**src/rtl/audio_mix_mac_if.sv**
```systemverilog
// Mixer bus: strobe and packed channel/volume inputs towards the mixer,
// mixed sample and status back towards the consumer (compressor side).
// Optional AUDIO_MIX_CLIP_CNT_EN adds clip_cnt / clip_clr.
interface audio_mix_mac_if #(
  parameter int NCH  = 4,
  parameter int IN_W = 10
);
  logic                  ce_sample;
  logic [NCH*IN_W-1:0]   ch_in;
  logic [NCH*4-1:0]      vol;
  logic [9:0]            dout;
  logic                  dout_valid;
  logic                  busy;
  logic                  overrun;
`ifdef AUDIO_MIX_CLIP_CNT_EN
  logic [7:0]            clip_cnt;
  logic                  clip_clr;

  modport master (
    output ce_sample, ch_in, vol, clip_clr,
    input  dout, dout_valid, busy, overrun, clip_cnt
  );

  modport slave (
    input  ce_sample, ch_in, vol, clip_clr,
    output dout, dout_valid, busy, overrun, clip_cnt
  );
`else
  modport master (
    output ce_sample, ch_in, vol,
    input  dout, dout_valid, busy, overrun
  );

  modport slave (
    input  ce_sample, ch_in, vol,
    output dout, dout_valid, busy, overrun
  );
`endif
endinterface

```
**src/rtl/audio_mix_mac.sv**
```systemverilog
// audio_mix_mac: time-multiplexed multiply-accumulate mixer.
// One shared multiplier, one channel per clock. Sum of sample*volume is
// arithmetically shifted right by SHIFT and clamped to a 10-bit signed
// sample that feeds the downstream compressor.
// Optional feature macro: AUDIO_MIX_CLIP_CNT_EN (saturating clip counter).
module audio_mix_mac #(
  parameter int NCH   = 4,
  parameter int IN_W  = 10,
  parameter int SHIFT = 4
) (
  input  logic            clk,
  input  logic            reset,
  audio_mix_mac_if.slave  bus
);

  localparam int P_W   = IN_W + 5;
  localparam int A_W   = IN_W + 5 + $clog2(NCH) + 1;
  localparam int IDX_W = (NCH > 1) ? $clog2(NCH) : 1;

  localparam logic [IDX_W-1:0]      LAST_IDX = IDX_W'(NCH - 1);
  localparam logic signed [A_W-1:0] SAT_MAX  = A_W'(511);
  localparam logic signed [A_W-1:0] SAT_MIN  = A_W'(-512);

  typedef enum logic [2:0] {
    S_IDLE,
    S_LOAD,
    S_ACC,
    S_SAT,
    S_DONE
  } state_t;

  state_t                  state;
  logic signed [IN_W-1:0]  samp_q [NCH];
  logic [3:0]              vol_q  [NCH];
  logic signed [A_W-1:0]   acc;
  logic [IDX_W-1:0]        idx;
  logic [9:0]              res_q;
  logic [9:0]              dout_q;
  logic                    dout_valid_q;
  logic                    busy_q;
  logic                    overrun_q;

  logic signed [P_W-1:0]   samp_ext;
  logic signed [P_W-1:0]   vol_ext;
  logic signed [P_W-1:0]   prod;
  logic signed [A_W-1:0]   shifted;
  logic                    clip_hi;
  logic                    clip_lo;
  logic [9:0]              sat_val;

  // Shared multiplier: current channel sample times zero-extended volume
  always_comb begin
    samp_ext = P_W'(samp_q[idx]);
    vol_ext  = P_W'({1'b0, vol_q[idx]});
    prod     = samp_ext * vol_ext;
  end

  // Scale the accumulated sum and clamp it to the 10-bit signed range
  always_comb begin
    shifted = acc >>> SHIFT;
    clip_hi = (shifted > SAT_MAX);
    clip_lo = (shifted < SAT_MIN);
    sat_val = shifted[9:0];
    if (clip_hi) begin
      sat_val = 10'h1FF;
    end else if (clip_lo) begin
      sat_val = 10'h200;
    end
  end

  // Mix sequencer: load, accumulate NCH channels, saturate, publish.
  // The clamped value is parked in res_q during SAT and copied to dout on
  // leaving DONE so that dout and dout_valid change on the same edge.
  always_ff @(posedge clk or posedge reset) begin
    if (reset) begin
      state        <= S_IDLE;
      acc          <= '0;
      idx          <= '0;
      res_q        <= '0;
      dout_q       <= '0;
      dout_valid_q <= 1'b0;
      busy_q       <= 1'b0;
      overrun_q    <= 1'b0;
      for (int unsigned k = 0; k < NCH; k++) begin
        samp_q[k] <= '0;
        vol_q[k]  <= '0;
      end
    end else begin
      dout_valid_q <= 1'b0;
      overrun_q    <= bus.ce_sample && (state != S_IDLE);
      case (state)
        S_IDLE: begin
          if (bus.ce_sample) begin
            state  <= S_LOAD;
            busy_q <= 1'b1;
          end
        end
        S_LOAD: begin
          for (int unsigned k = 0; k < NCH; k++) begin
            samp_q[k] <= bus.ch_in[k*IN_W +: IN_W];
            vol_q[k]  <= bus.vol[k*4 +: 4];
          end
          acc   <= '0;
          idx   <= '0;
          state <= S_ACC;
        end
        S_ACC: begin
          acc <= acc + A_W'(prod);
          if (idx == LAST_IDX) begin
            state <= S_SAT;
          end else begin
            idx <= idx + 1'b1;
          end
        end
        S_SAT: begin
          res_q <= sat_val;
          state <= S_DONE;
        end
        S_DONE: begin
          dout_q       <= res_q;
          dout_valid_q <= 1'b1;
          busy_q       <= 1'b0;
          state        <= S_IDLE;
        end
        default: begin
          state  <= S_IDLE;
          busy_q <= 1'b0;
        end
      endcase
    end
  end

  assign bus.dout       = dout_q;
  assign bus.dout_valid = dout_valid_q;
  assign bus.busy       = busy_q;
  assign bus.overrun    = overrun_q;

`ifdef AUDIO_MIX_CLIP_CNT_EN
  logic [7:0] clip_cnt_q;

  // Saturating count of clamped samples; clear wins over increment
  always_ff @(posedge clk or posedge reset) begin
    if (reset) begin
      clip_cnt_q <= '0;
    end else if (bus.clip_clr) begin
      clip_cnt_q <= '0;
    end else if ((state == S_SAT) && (clip_hi || clip_lo) && (clip_cnt_q != 8'hFF)) begin
      clip_cnt_q <= clip_cnt_q + 8'd1;
    end
  end

  assign bus.clip_cnt = clip_cnt_q;
`endif

endmodule
```
**src/flat_wrapper.sv**
```systemverilog
// flat-port wrapper written by rule: the top's interface ports become plain ports
module audio_mix_mac_flat 
#(
  parameter int NCH   = 4,
  parameter int IN_W  = 10,
  parameter int SHIFT = 4
)
  (clk, reset, bus_ce_sample, bus_ch_in, bus_vol, bus_dout, bus_dout_valid, bus_busy, bus_overrun);
  audio_mix_mac_if #(.NCH(NCH), .IN_W(IN_W)) bus_i ();
  input  logic clk;
  input  logic reset;
  input wire logic [$bits(bus_i.ce_sample)-1:0] bus_ce_sample;
  input wire logic [$bits(bus_i.ch_in)-1:0] bus_ch_in;
  input wire logic [$bits(bus_i.vol)-1:0] bus_vol;
  output wire logic [$bits(bus_i.dout)-1:0] bus_dout;
  output wire logic [$bits(bus_i.dout_valid)-1:0] bus_dout_valid;
  output wire logic [$bits(bus_i.busy)-1:0] bus_busy;
  output wire logic [$bits(bus_i.overrun)-1:0] bus_overrun;
  assign bus_i.ce_sample = bus_ce_sample;
  assign bus_i.ch_in = bus_ch_in;
  assign bus_i.vol = bus_vol;
  assign bus_dout = bus_i.dout;
  assign bus_dout_valid = bus_i.dout_valid;
  assign bus_busy = bus_i.busy;
  assign bus_overrun = bus_i.overrun;
  audio_mix_mac #(.NCH(NCH), .IN_W(IN_W), .SHIFT(SHIFT)) u_core (.clk(clk), .reset(reset), .bus(bus_i));
endmodule
```
**config.mk**
```make
export PLATFORM = sky130hd
export DESIGN_NAME = audio_mix_mac_flat
export DESIGN_NICKNAME = d
export VERILOG_FILES = /design/src/rtl/audio_mix_mac_if.sv /design/src/rtl/audio_mix_mac.sv /design/src/flat_wrapper.sv
export SDC_FILE = /design/constraint.sdc
export NUM_CORES = 1
export LEC_CHECK = 0
export ABC_AREA = 1
export CORE_MARGIN = 2
export CORE_UTILIZATION = 50
export DETAILED_ROUTE_END_ITERATION = 6
export DONT_BUFFER_PORTS = 1
export PLACE_DENSITY = 0.68
export SETUP_SLACK_MARGIN = 0.3
export SYNTH_ARGS = -nofsm -noshare
export SYNTH_HDL_FRONTEND = slang
export SYNTH_SLANG_ARGS = --single-unit
```
**constraint.sdc**
```tcl
create_clock -name clk -period 4.6 [get_ports clk]
set_input_delay 0.92 -clock clk [delete_from_list [all_inputs] [get_ports clk]]
set_output_delay 0.92 -clock clk [all_outputs]
set_load 0.02 [all_outputs]
```
==> impl_metrics.ini <==
[run_status]
status = complete, no violations

[critical_path]
startpoint_type = register
crit_chain = buf_12, clkbuf_16, o21ai_1, nor2_1, a21oi_2, nor2_1, fa_1, fa_1, inv_1, fa_1, inv_1, ha_4, nand2_1, nor2_1, nand2_1, nand2_4, nand2_1, nand2_1, nand2_1, nand3_1, nand2_1
ff2ff_path_depth = 21
worstPathMaxFanout = 19
required_ps = 4840
cpMostUsedCell = nand2_1
worstReg2RegStart = u_core.idx[0]
crit_type = reg -> reg
crit_slowest_cell = fa_1
reg2reg_slack_ps = 390
arrival_ps = 4450
critical-path-max-stage-delay_ps = 530
crit_buf_inv = 4
cp-end-kind = register
rr_endpoint = u_core.acc[17]
crit_family = adder cells

[floorplanning]
fp.dieH_um = 121.5
io_pins = 72
core_um2 = 13350
die_x_um = 121.5
initial_utilization = 0.5168
die_area_um2 = 14750
fp-row-count = 42

[sta]
tns_ps = 0
slew_viol_final = 0
hold_viol_final = 0
period_needed_ps = 4213
tightest_slew_ps = 1113
rsz0062_at_grt = no
finalClockSkew_ps = 7.200
timing.slew.headroom = 0.2568
fin_ws_ps = 387.1
finalCritPeriodShare = 0.9158
max_freq_mhz = 237.4
setup_viol = 0

[synthesis]
ys_seq_area_frac = 0.3700
synth-simple-area-share = 0.1600
synth_top_family_by_area = adder cells
synth-edff-count = 0
ys_warn_count = 0
synth_nets = 918
netlist-cell-type-count = 36
syn_inst = 782
synth_compound_area_frac = 0.09178
ys.flop_type = dfrtp_1
synthAdderAreaFrac = 0.1832
synth_area_um2 = 6898
synth_xor_area_frac = 0.001270
syn_avg_cell_area_um2 = 8.821
async_flop_share = 1.000
synth_seq_cells = 102
muxShareOfSynthArea = 0.08816

[grt]
grt_pass1_vias = 5131
grtUsageTotal = 0.2192
grt_start_max_net_pins = 66
grt_pass1_wl_um = 25070
grt-ovfl-total = 0
antenna_found_initial = 0

[detailed_routing]
wl_met1_um = 7079
wl_per_cell_um = 16.39
route.detailed.drc = 0
firstDrtPassIters = 5
wl_met2_um = 7809
postRouteAntennaNets = 0
wl_met3_um = 961
routed.top_layer = met4
via_per_inst = 5.277
routed_wl_um = 16230
drt_iter0_drc = 394
dr_total_vias = 5224

[place]
dp_worst_setup_slack_ps = 250.3
portBuffers = 0
hpwlAfterDp_um = 11690
place.gp.congestion = 0.9366

[clock_network]
cts_root_buf = clkbuf_16
cts_tree = yes
ctsHoldBuffers = 0
cts_buffers = 9
cts_buffer_depth = 2
clkTransAtPathRegs_ps = 60
clock_latency_ps = 350
cts_sinks = 102
h-tree-depth = 3

[hold_path]
hp-class = reg -> reg
hold_end = u_core.samp_q[19]
whs_path_depth = 1
hold_start = u_core.samp_q[19]

[final_layout]
diodes = 0
final_nets = 945
layout-area-overhead-vs-synth_pct = 15.02
drive_gt1_frac = 0.2199

[job]
cap_violations = 0
[layout by cell type, fill, tap and decap left out, drive strengths merged, types with 14 or more instances in the layout]
cell type / count
a21oi: 37
nand2: 151
clkbuf: 14
fa: 40
inv: 155
ha: 37
nand3: 22
mux2: 47
buf: 33
nor2: 83
o21ai: 60
dfrtp: 102
[Yosys cell counts (2+ instances only)]
cell      number  area (um2)
a21oi_1       37       185.2
a22o_1         2       17.52
a32oi_1        2       17.52
a32oi_2        3       48.80
buf_2          9       45.04
buf_4          2       15.01
buf_6          7       78.83
clkbuf_1       2       7.510
dfrtp_1      102        2552
fa_1          40       800.8
ha_1          37       462.9
inv_1        143       536.8
inv_2         12       45.04
mux2_2        26       292.8
mux2_4        21       315.3
nand2_1      151       566.8
nand3_1       20       100.1
nand3b_1       3       22.52
nand4_1        4       25.02
nor2_1        80       300.3
nor2_2         2       12.51
nor3_1         3       15.01
o21ai_0       59       295.3
o22ai_1        3       18.77
[per-layer routing]
metal / GRT usage / vias up
li1: - / 2503
met1: 0.2917 / 2522
met2: 0.3606 / 166
met3: 0.04699 / 33
met4: 0.06537 / 0
met5: 0 / -
[worst reg2reg max path: stages, from the launching register on]
cell       delay [ps]
dfrtp_2           500
buf_12            160
clkbuf_16         170
o21ai_1           150
nor2_1             80
a21oi_2           200
nor2_1            100
fa_1              480
fa_1              500
inv_1              60
fa_1              530
inv_1              70
ha_4              300
nand2_1           100
nor2_1            170
nand2_1           130
nand2_4           130
nand2_1            60
nand2_1            60
nand2_1            40
nand3_1            70
nand2_1            50
[per-stage QoR]
step / hold WS, ps / area, um2 / instances / utilization
detailed placement: 489.6 / 7047 / 946 / 0.5279
floorplan: 470.8 / 6898 / 782 / -
CTS: 507.7 / 7366 / 963 / 0.5518
finish: 504.0 / 7934 / 990 / 0.5944
global route: 524.0 / 7934 / 990 / 0.5944
global placement: 487.5 / 7047 / 946 / 0.5279
[how the worst max path moves through the flow]
stage                       start  depth (start not counted)             end
floorplan           u_core.idx[0]                         21  u_core.acc[17]
global placement    u_core.idx[0]                         20  u_core.acc[17]
detailed placement  u_core.idx[0]                         22  u_core.acc[16]
CTS                 u_core.idx[0]                         21  u_core.acc[17]
global route        u_core.idx[0]                         22  u_core.acc[13]
finish              u_core.idx[0]                         21  u_core.acc[17]
[what timing repair did]
item / 4_1_cts / 5_1_grt
setup endpoints to repair: 6 / 12
endpoints found under the hold margin: 0 / 0
cloned: 0 / 3
resized for setup: 3 / 82
buffers inserted: 1 / 24
pin swaps: 1 / 28
[logic make-up after synthesis]
| kind of cell | after synthesis |
|---|---|
| compound gates | 111 |
| xor+xnor | 1 |
| fa+ha+maj | 77 |
| buf+inv | 175 |
| flops | 102 |
| mux | 47 |
| simple gates | 269 |
[registers in the layout (all words and copies together) (netlist names), 2 cells and up]
name,flops
u_core.idx,2
u_core.vol_q,16
u_core.samp_q,40
u_core.state,3
u_core.acc,18
u_core.res_q,10
u_core.bus.dout,10
[final cells by class]
| type | instances | area, um2 |
|---|---|---|
| fillers | 1095 | 5414 |
| clock buffers | 11 | 242.7 |
| multi-input cells | 505 | 3910 |
| well taps | 176 | 220.2 |
| clock inverters | 5 | 56.30 |
| inverters | 155 | 591.8 |
| flip-flops and latches | 102 | 2554 |
| repair buffers | 36 | 359.1 |
Power is left out: the tool's default activity adds up to more than one toggle a clock period on the data nets, which glitch-free logic cannot reach.
